$ cat config.mk
export PLATFORM = sky130hd
export DESIGN_NAME = mem_ctrl_flat
export DESIGN_NICKNAME = d
export VERILOG_FILES = /design/src/rtl/mem_ctrl_pkg.sv /design/src/rtl/mem_ctrl_if.sv /design/src/rtl/mem_ctrl.sv /design/src/flat_wrapper.sv
export SDC_FILE = /design/constraint.sdc
export NUM_CORES = 2
export LEC_CHECK = 0
export BUFFER_PORTS_ARGS = -buffer_cell sky130_fd_sc_hd__buf_2
export CORE_ASPECT_RATIO = 1.1
export CORE_MARGIN = 2
export CORE_UTILIZATION = 50
export CTS_CLUSTER_DIAMETER = 80
export DETAILED_ROUTE_END_ITERATION = 7
export PLACE_DENSITY = 0.69
export SLEW_MARGIN = 20
export SYNTH_ARGS = -nofsm -noshare
export SYNTH_HDL_FRONTEND = slang
export SYNTH_SLANG_ARGS = --single-unit
$ cat constraint.sdc
create_clock -name clk -period 84.9 [get_ports clk]
set_input_delay 0 -clock clk [delete_from_list [all_inputs] [get_ports clk]]
set_output_delay 0 -clock clk [all_outputs]
set_load 0.005 [all_outputs]
$ cat src/rtl/mem_ctrl_pkg.sv
// Shared constants and encodings for the byte-serial memory controller.
// Line geometry, the IO-region tag, FSM states and the requester select live here.
package mem_ctrl_pkg;

  localparam int ADDR_WID        = 32;
  localparam int LINE_BYTES      = 64;
  localparam int ICACHE_LINE_WID = 8 * LINE_BYTES;
  localparam int CNT_WID         = 7;

  localparam logic [1:0] IO_ADDR_HI_DEF = 2'b11;

  typedef enum logic [1:0] {
    IDLE  = 2'd0,
    READ  = 2'd1,
    WRITE = 2'd2
  } state_e;

  typedef enum logic {
    SEL_IF  = 1'b0,
    SEL_LSB = 1'b1
  } sel_e;

endpackage

$ cat src/rtl/mem_ctrl_if.sv
// Bundle of RAM, IFetch and LSB signals around the memory controller.
// Requests are level-held until the matching one-cycle done pulse is seen.
interface mem_ctrl_if;
  import mem_ctrl_pkg::*;

  logic                       rdy;
  logic                       rollback;
  logic [7:0]                 mem_din;
  logic [7:0]                 mem_dout;
  logic [ADDR_WID-1:0]        mem_a;
  logic                       mem_wr;
  logic                       io_buffer_full;

  logic                       if_en;
  logic [ADDR_WID-1:0]        if_pc;
  logic                       if_done;
  logic [ICACHE_LINE_WID-1:0] if_data;

  logic                       lsb_en;
  logic                       lsb_wr;
  logic [ADDR_WID-1:0]        lsb_addr;
  logic [2:0]                 lsb_len;
  logic [31:0]                lsb_wdata;
  logic                       lsb_done;
  logic [31:0]                lsb_rdata;

  state_e                     dbg_state;

  modport slave (
    input  rdy, rollback, mem_din, io_buffer_full,
    input  if_en, if_pc, lsb_en, lsb_wr, lsb_addr, lsb_len, lsb_wdata,
    output mem_dout, mem_a, mem_wr, if_done, if_data, lsb_done, lsb_rdata,
    output dbg_state
  );

  modport master (
    output rdy, rollback, mem_din, io_buffer_full,
    output if_en, if_pc, lsb_en, lsb_wr, lsb_addr, lsb_len, lsb_wdata,
    input  mem_dout, mem_a, mem_wr, if_done, if_data, lsb_done, lsb_rdata,
    input  dbg_state
  );

endinterface

$ cat src/rtl/mem_ctrl.sv
// Serialises I-cache line fills and LSB loads/stores into byte RAM accesses.
// Single FSM, LSB has priority over IFetch; read bytes shift into a line buffer.
module mem_ctrl
  import mem_ctrl_pkg::*;
#(
  parameter logic [1:0] IO_ADDR_HI = IO_ADDR_HI_DEF
) (
  input  logic       clk,
  input  logic       rst,
  mem_ctrl_if.slave  bus
);

  localparam int                  LW        = ICACHE_LINE_WID;
  localparam logic [CNT_WID-1:0]  LINE_CNT  = CNT_WID'(LINE_BYTES);
  localparam logic [ADDR_WID-1:0] LINE_MASK = ADDR_WID'(LINE_BYTES - 1);

  state_e               state_q, state_d;
  sel_e                 sel_q, sel_d;
  logic [CNT_WID-1:0]   cnt_q, cnt_d;
  logic [CNT_WID-1:0]   len_q, len_d;
  logic [ADDR_WID-1:0]  base_q, base_d;
  logic [31:0]          wdata_q, wdata_d;
  logic                 io_q, io_d;
  logic [LW-1:0]        buf_q, buf_d;
  logic [LW-1:0]        if_data_q, if_data_d;
  logic [31:0]          lsb_rdata_q, lsb_rdata_d;
  logic                 if_done_q, if_done_d;
  logic                 lsb_done_q, lsb_done_d;

  logic                 io_stall;
  logic                 issuing_rd;
  logic                 issuing_wr;
  logic [LW-1:0]        shifted;
  logic [31:0]          top_word;

  // RAM-side outputs are decoded from registered state so they are glitch-free
  // and forced to zero whenever no byte is being issued.
  assign io_stall   = io_q && bus.io_buffer_full;
  assign issuing_rd = (state_q == READ) && (cnt_q < len_q);
  assign issuing_wr = (state_q == WRITE) && !io_stall;

  assign bus.mem_a    = (issuing_rd || issuing_wr)
                        ? base_q + {{(ADDR_WID-CNT_WID){1'b0}}, cnt_q}
                        : '0;
  assign bus.mem_wr   = issuing_wr;
  assign bus.mem_dout = issuing_wr ? 8'(wdata_q >> {cnt_q[1:0], 3'b000}) : 8'h00;

  assign bus.if_done   = if_done_q;
  assign bus.if_data   = if_data_q;
  assign bus.lsb_done  = lsb_done_q;
  assign bus.lsb_rdata = lsb_rdata_q;
  assign bus.dbg_state = state_q;

  // Bytes enter at the top, so after N captures the N newest bytes sit in the
  // top 8N bits in address order; a right shift zero-extends a short load.
  assign shifted  = {bus.mem_din, buf_q[LW-1:8]};
  assign top_word = shifted[LW-1 -: 32];

  always_comb begin
    state_d     = state_q;
    sel_d       = sel_q;
    cnt_d       = cnt_q;
    len_d       = len_q;
    base_d      = base_q;
    wdata_d     = wdata_q;
    io_d        = io_q;
    buf_d       = buf_q;
    if_data_d   = if_data_q;
    lsb_rdata_d = lsb_rdata_q;
    if_done_d   = 1'b0;
    lsb_done_d  = 1'b0;

    unique case (state_q)
      IDLE: begin
        // A held request must not be re-accepted while its done is visible.
        if (!if_done_q && !lsb_done_q) begin
          if (bus.lsb_en && !bus.rollback) begin
            sel_d   = SEL_LSB;
            base_d  = bus.lsb_addr;
            len_d   = (bus.lsb_len == 3'd0) ? CNT_WID'(1) : CNT_WID'(bus.lsb_len);
            wdata_d = bus.lsb_wdata;
            io_d    = bus.lsb_wr && (bus.lsb_addr[17:16] == IO_ADDR_HI);
            cnt_d   = '0;
            state_d = bus.lsb_wr ? WRITE : READ;
          end else if (bus.if_en) begin
            sel_d   = SEL_IF;
            base_d  = bus.if_pc & ~LINE_MASK;
            len_d   = LINE_CNT;
            io_d    = 1'b0;
            cnt_d   = '0;
            state_d = READ;
          end
        end
      end

      READ: begin
        if (sel_q == SEL_LSB && bus.rollback) begin
          state_d = IDLE;
          cnt_d   = '0;
        end else begin
          // Data for the address issued at count k arrives two edges later.
          if (cnt_q != '0) buf_d = shifted;
          if (cnt_q == len_q) begin
            state_d = IDLE;
            cnt_d   = '0;
            if (sel_q == SEL_IF) begin
              if_data_d = shifted;
              if_done_d = 1'b1;
            end else begin
              unique case (len_q)
                CNT_WID'(1): lsb_rdata_d = top_word >> 24;
                CNT_WID'(2): lsb_rdata_d = top_word >> 16;
                default:     lsb_rdata_d = top_word;
              endcase
              lsb_done_d = 1'b1;
            end
          end else begin
            cnt_d = cnt_q + CNT_WID'(1);
          end
        end
      end

      WRITE: begin
        if (!io_stall) begin
          if (cnt_q == len_q - CNT_WID'(1)) begin
            state_d    = IDLE;
            cnt_d      = '0;
            lsb_done_d = 1'b1;
          end else begin
            cnt_d = cnt_q + CNT_WID'(1);
          end
        end
      end

      default: begin
        state_d = IDLE;
        cnt_d   = '0;
      end
    endcase
  end

  always_ff @(posedge clk or posedge rst) begin
    if (rst) begin
      state_q     <= IDLE;
      sel_q       <= SEL_IF;
      cnt_q       <= '0;
      len_q       <= '0;
      base_q      <= '0;
      wdata_q     <= '0;
      io_q        <= 1'b0;
      buf_q       <= '0;
      if_data_q   <= '0;
      lsb_rdata_q <= '0;
      if_done_q   <= 1'b0;
      lsb_done_q  <= 1'b0;
    end else if (bus.rdy) begin
      state_q     <= state_d;
      sel_q       <= sel_d;
      cnt_q       <= cnt_d;
      len_q       <= len_d;
      base_q      <= base_d;
      wdata_q     <= wdata_d;
      io_q        <= io_d;
      buf_q       <= buf_d;
      if_data_q   <= if_data_d;
      lsb_rdata_q <= lsb_rdata_d;
      if_done_q   <= if_done_d;
      lsb_done_q  <= lsb_done_d;
    end
  end

endmodule

$ cat src/flat_wrapper.sv
// flat-port wrapper written by rule: the top's interface ports become plain ports
module mem_ctrl_flat import mem_ctrl_pkg::*;
#(
  parameter logic [1:0] IO_ADDR_HI = IO_ADDR_HI_DEF
)
  (clk, rst, bus_rdy, bus_rollback, bus_mem_din, bus_io_buffer_full, bus_if_en, bus_if_pc, bus_lsb_en, bus_lsb_wr, bus_lsb_addr, bus_lsb_len, bus_lsb_wdata, bus_mem_dout, bus_mem_a, bus_mem_wr, bus_if_done, bus_if_data, bus_lsb_done, bus_lsb_rdata, bus_dbg_state);
  mem_ctrl_if bus_i ();
  input  logic clk;
  input  logic rst;
  input wire logic [$bits(bus_i.rdy)-1:0] bus_rdy;
  input wire logic [$bits(bus_i.rollback)-1:0] bus_rollback;
  input wire logic [$bits(bus_i.mem_din)-1:0] bus_mem_din;
  input wire logic [$bits(bus_i.io_buffer_full)-1:0] bus_io_buffer_full;
  input wire logic [$bits(bus_i.if_en)-1:0] bus_if_en;
  input wire logic [$bits(bus_i.if_pc)-1:0] bus_if_pc;
  input wire logic [$bits(bus_i.lsb_en)-1:0] bus_lsb_en;
  input wire logic [$bits(bus_i.lsb_wr)-1:0] bus_lsb_wr;
  input wire logic [$bits(bus_i.lsb_addr)-1:0] bus_lsb_addr;
  input wire logic [$bits(bus_i.lsb_len)-1:0] bus_lsb_len;
  input wire logic [$bits(bus_i.lsb_wdata)-1:0] bus_lsb_wdata;
  output wire logic [$bits(bus_i.mem_dout)-1:0] bus_mem_dout;
  output wire logic [$bits(bus_i.mem_a)-1:0] bus_mem_a;
  output wire logic [$bits(bus_i.mem_wr)-1:0] bus_mem_wr;
  output wire logic [$bits(bus_i.if_done)-1:0] bus_if_done;
  output wire logic [$bits(bus_i.if_data)-1:0] bus_if_data;
  output wire logic [$bits(bus_i.lsb_done)-1:0] bus_lsb_done;
  output wire logic [$bits(bus_i.lsb_rdata)-1:0] bus_lsb_rdata;
  output wire logic [$bits(bus_i.dbg_state)-1:0] bus_dbg_state;
  assign bus_i.rdy = bus_rdy;
  assign bus_i.rollback = bus_rollback;
  assign bus_i.mem_din = bus_mem_din;
  assign bus_i.io_buffer_full = bus_io_buffer_full;
  assign bus_i.if_en = bus_if_en;
  assign bus_i.if_pc = bus_if_pc;
  assign bus_i.lsb_en = bus_lsb_en;
  assign bus_i.lsb_wr = bus_lsb_wr;
  assign bus_i.lsb_addr = bus_lsb_addr;
  assign bus_i.lsb_len = bus_lsb_len;
  assign bus_i.lsb_wdata = bus_lsb_wdata;
  assign bus_mem_dout = bus_i.mem_dout;
  assign bus_mem_a = bus_i.mem_a;
  assign bus_mem_wr = bus_i.mem_wr;
  assign bus_if_done = bus_i.if_done;
  assign bus_if_data = bus_i.if_data;
  assign bus_lsb_done = bus_i.lsb_done;
  assign bus_lsb_rdata = bus_i.lsb_rdata;
  assign bus_dbg_state = bus_i.dbg_state;
  mem_ctrl #(.IO_ADDR_HI(IO_ADDR_HI)) u_core (.clk(clk), .rst(rst), .bus(bus_i));
endmodule
Word-level counts from Yosys, hierarchy flattened
Cells that the tools add are included.
- add/sub/neg operators: 3
- order comparisons: 1
- eq/ne operators: 12
- shift operators: 1
- multiplexer cells: 38
- bitwise operators: 2
- reduce and logical (&&, ||, !) cells: 23
- operators by type and width (operator ; number):
    two-way mux 32 bit ; 3
    case mux 32 bit (2 select lines) ; 1
    two-way mux 7 bit ; 9
    adder 32 x 7 -> 32 bit ; 1
    right shift 32 x 5 -> 8 bit ; 1
    case mux 7 bit (3 select lines) ; 1
    two-way mux 2 bit ; 8
    AND reduction 4 bit ; 4
    equality test 7 bit ; 2
    two-way mux 1 bit ; 12
    AND reduction 5 bit ; 2
    two-way mux 8 bit ; 1
    adder 7 x 1 -> 7 bit, second input constant ; 1
    equality test 7 x 1 -> 1 bit, second input constant ; 1
    equality test 7 x 2 -> 1 bit, second input constant ; 1
    logical AND 1 bit ; 7
    less-than comparator 7 bit ; 1
    nonzero test 7 bit ; 1
    subtractor 7 x 1 -> 7 bit, second input constant ; 1
    case mux 2 bit (3 select lines) ; 1
    AND reduction 6 bit ; 1
    equality test 2 bit, second input constant ; 2
    logical NOT 1 bit ; 4
    != test 2 bit, second input constant ; 2
    other kinds (11) ; 12
- flip-flop bits (word level): 1140
- output and inout port bits: 589

Longest topological paths before layout
- depth in word-level cells: 5
- mapped depth: 11

Least setup slack after synthesis
No wires, ideal clock.
- path type: flip-flop to flip-flop
- start point: reg u_core.cnt_q[0]
- end point: reg u_core.if_data_q[10], in the netlist u_core.bus.if_data[10]
- setup time: 0.117 ns
- arrival: 2.539 ns
- data required time: 84.783 ns
- slack: 82.244 ns
- cell stages (with the launch flop): 12
- buffers on the path: 4
- cell sequence: dfrtp_1 -> clkbuf_1 -> inv_1 -> ha_1 -> and4_1 -> nand2_1 -> or3_1 -> clkbuf_1 -> clkbuf_1 -> clkbuf_1 -> nand2_1 -> nand2_1
- longest elaborated chain between the ends: 2
- ends and longest elaborated chain (what ; RTL line ; RTL):
    start: declaration ; mem_ctrl.sv:19 ; logic [CNT_WID-1:0] cnt_q, cnt_d;
    start signal: assignment ; mem_ctrl.sv:159 ; cnt_q <= cnt_d;
    equality test 7 bit ; mem_ctrl.sv:103 ; if (cnt_q == len_q) begin
    AND reduction 5 bit (no source line) ; -- ;
    end signal: assignment ; mem_ctrl.sv:165 ; if_data_q <= if_data_d;
    end: declaration ; mem_ctrl.sv:25 ; logic [LW-1:0] if_data_q, if_data_d;
No other way between the ends.
A chain may end at the register's enable or synchronous reset.

Final worst setup path
- start point: reg u_core.cnt_q[1]
- end point: reg u_core.buf_q[323]
- longest elaborated chain between the ends: 2
- ends and longest elaborated chain (what ; RTL line ; RTL):
    nonzero test 7 bit ; mem_ctrl.sv:102 ; if (cnt_q != '0) buf_d = shifted;
    AND reduction 4 bit (no source line) ; -- ;
    end signal: assignment ; mem_ctrl.sv:164 ; buf_q <= buf_d;
    end: declaration ; mem_ctrl.sv:24 ; logic [LW-1:0] buf_q, buf_d;
No other way between the ends.

==> run metrics <==
Syn Area/Cell 11.1 sq um; Die Ht 315 um; area of the multi-input gates 14800 sq um; delay-heaviest family, CP buffers and inverters; row count 113; Core Util, Final 61.4%; Hold Path Class input port to asynchronous set/reset pin; register area 28300 sq um; Reg-to-Reg End u_core.buf_q[323]$_DFFE_PP0P_; Clock Tree Buf Depth 3; Leak Pwr 0.0300 uW; Routed WL per cell 18.5 um; Final Hold Fails 0; reg-to-reg setup timing slack 79.43 ns; f_max 183 MHz; Worst Hold Slack 0.0223 ns; grt ovf 0; overall power 1240 uW; total wire length 110 mm; clk_skew 0.0215 ns; Num CTS Buffers 109; Gate Count Post-Synth 3946; synthesized net count 4082; WS Path Type flop to flop; PnR worst setup slack 79.43 ns; endpoints failing setup 0; top cells by area, synth dfrtp_1 (64%), nand2_1 (15%), mux2_2 (13%); XOR/XNOR Fraction of Synth Area 0.539%; io pins 704; antenna violations before repair 1; CTS tree yes; Seq/Total Area, Yosys 64.4%; arrival time at the worst endpoint 6.02 ns; worst-path cell chain inv_1 -> ha_1 -> a31oi_4 -> buf_4 -> buf_4 -> buf_4 -> buf_6 -> mux2_2; Post-synth top flop dfrtp_1; GPL Wtd Cong 0.868; biggest area consumer among synthesized cells dfrtp_1; Synth cell types 49; Worst-Margin Slew 1.16 ns; post-synthesis mux area share 14.0%; Post-Synth Simple-Gate Area 16.2%; Critical Path Most Common Cell buf_4; area grow syn2layout 21.3%; Startpoint Class flop; first-pass GRT wire length 172 mm; dpl hpwl 71.8 mm; CP bufs+invs 5; Critical Path End Type flop; nets 4832; VDD IR max 0.0159 mV; Worst R2R Path Depth 8; vias per inst 5.13; clk_lat worst skew 0.67 ns; vias in the first global route 30500; largest net degree at the start of global routing 207; crit path max fanout 86; number of synthesized flops with an enable pin 0; Max Cap Viol 0; Worst Path Required 85.45 ns; drt first pass iters 5; CP max-delay cell buf_4; outcome finished clean; DRC violations left 0; largest family of logic cells by synthesized area simple AND/OR/NAND/NOR gates; ys async rst share 100%; max_slew headroom 22.9%; Clock H-tree levels 3; root buf cell clkbuf_16; Synth Area in Compound Gates 2.13%; share of post-route cells with drive strength above 1 30.0%; FILL cells 7063; setup TNS 0 ns; post-synthesis adder-cell area fraction 0.616%; Vias 30400; Slew Limit Fails 0; Initial Util 50.7%; Syn. warnings 0; reg2reg start u_core.cnt_q[1]$_DFFE_PP0P_; port bufs 697; slowest stage delay, CP 0.84 ns; Die Span X 287 um; clk slew on worst S/H paths 0.06 ns; Synth Cell Area 43900 sq um; clock sinks 1129; Die ar. 90200 sq um; pre-CTS setup slack 79.20 ns; PwrDens 23.4 nW/um^2; core area 86700 sq um; remaining antenna violation count 0; global router's overall resource usage 24.2%; #FFs+latches synth 1129; DR iter-0 viols 2105; RSZ-0062 raised after global routing false; Final Critical Period 5.47 ns; Synth top area share 64.4%; period utilization 6.44%
-- layout by cell type, fill, tap and decap left out, types with 22 or more instances in the layout --
| cell | n |
|---|---|
| buf_4 | 27 |
| nor2_1 | 30 |
| clkbuf_16 | 110 |
| clkbuf_1 | 28 |
| dlygate4sd3_1 | 118 |
| o21ai_1 | 22 |
| dfrtp_1 | 1129 |
| mux2i_1 | 28 |
| nand2_1 | 1732 |
| o21ai_0 | 52 |
| buf_2 | 697 |
| xnor2_1 | 26 |
| clkbuf_8 | 30 |
| mux2_2 | 504 |
-- cells in the mapped netlist (14+ instances only) --
cell type	count
and3_1	15
a22o_1	16
o21ai_1	23
clkbuf_1	133
mux2_2	504
xnor2_1	26
nand2_1	1733
mux2i_1	28
a21oi_1	19
dfrtp_1	1129
buf_1	16
nor3_1	14
o21ai_0	52
nand3_1	20
buf_2	63
ha_1	20
inv_1	20
nor2_1	31
-- where the power goes --
| group | internal (uW) | switching, uW |
|---|---|---|
| combinational | 61.6 | 97.2 |
| clock | 283 | 205 |
| sequential | 569 | 27.8 |
| total | 914 | 330 |
-- worst max-delay path by stage --
stage | startpoint | to | cells past startpoint | slack [ns]
after floorplan | rst | u_core.base_q[0]$_DFFE_PP0P_ | 1 | 53.11
after global placement | u_core.cnt_q[1]$_DFFE_PP0P_ | u_core.buf_q[270]$_DFFE_PP0P_ | 8 | 79.22
after global routing | u_core.cnt_q[0]$_DFFE_PP0P_ | u_core.bus.if_data[287]$_DFFE_PP0P_ | 11 | 78.95
final | u_core.cnt_q[1]$_DFFE_PP0P_ | u_core.buf_q[323]$_DFFE_PP0P_ | 8 | 79.43
after detailed placement | u_core.cnt_q[1]$_DFFE_PP0P_ | u_core.buf_q[255]$_DFFE_PP0P_ | 8 | 79.20
after CTS | u_core.cnt_q[0]$_DFFE_PP0P_ | u_core.buf_q[255]$_DFFE_PP0P_ | 8 | 79.21
-- metal layers --
layer | share of wire (%) | routed length [um] | global-route usage [%] | up-vias
met3 | 7.5 | 8200 | 6.91 | 257
met5 | 0 | 0 | 0 | -
met4 | 5.3 | 5830 | 12.6 | 0
met2 | 46 | 50700 | 37.5 | 810
li1 | - | - | - | 14200
met1 | 41 | 45200 | 31.3 | 15100
-- cell type report --
class                           count  share of cell area [%]
Clock inverter                     30                   0.717
Tap cell                         1150                    2.70
Timing Repair Buffer              851                    9.50
Clock buffer                      168                    6.14
Antenna cell                        2                 0.00940
Inverter                           20                   0.155
Multi-Input combinational cell   2585                    27.7
Sequential cell                  1129                    53.1
-- flip-flops by register name, indices dropped and copies added (netlist names), 2 cells and up --
name / count
u_core.buf_q: 504
u_core.len_q: 4
u_core.bus.dbg_state: 2
u_core.wdata_q: 32
u_core.base_q: 32
u_core.bus.lsb_rdata: 32
u_core.cnt_q: 7
u_core.bus.if_data: 512
-- worst register-to-register path: cells and delay by family, from the launching register on --
family	cells	cell delay [ns]
AO/OA/AOI/OAI	1	0.12
adder cells (fa/ha/maj)	1	0.29
buffers and inverters	5	3.65
flip-flops	1	0.83
multiplexers	1	0.46
-- cell families after synthesis --
group                      count (synthesis)
DFF                                     1129
buffers and inverters                    232
muxes                                    540
and+or+nand+nor                         1844
AOI/OAI and AO/OA                        153
xor gates and xnor gates                  27
adders and majority gates                 21
-- repair_timing --
item                      CTS  global route
hold endpoints to repair  229             0
resized for setup           0             0
hold buffers              118             0
setup buffers               0             0
-- per-stage QoR --
stage	area, sq um	instances
3_5_place_dp	48300	5614
5_1_grt	53200	5934
6_report	53300	5935
2_1_floorplan	43900	3946
4_1_cts	53200	5930
3_3_place_gp	48300	5614
Power figures use the tool's default switching activity.
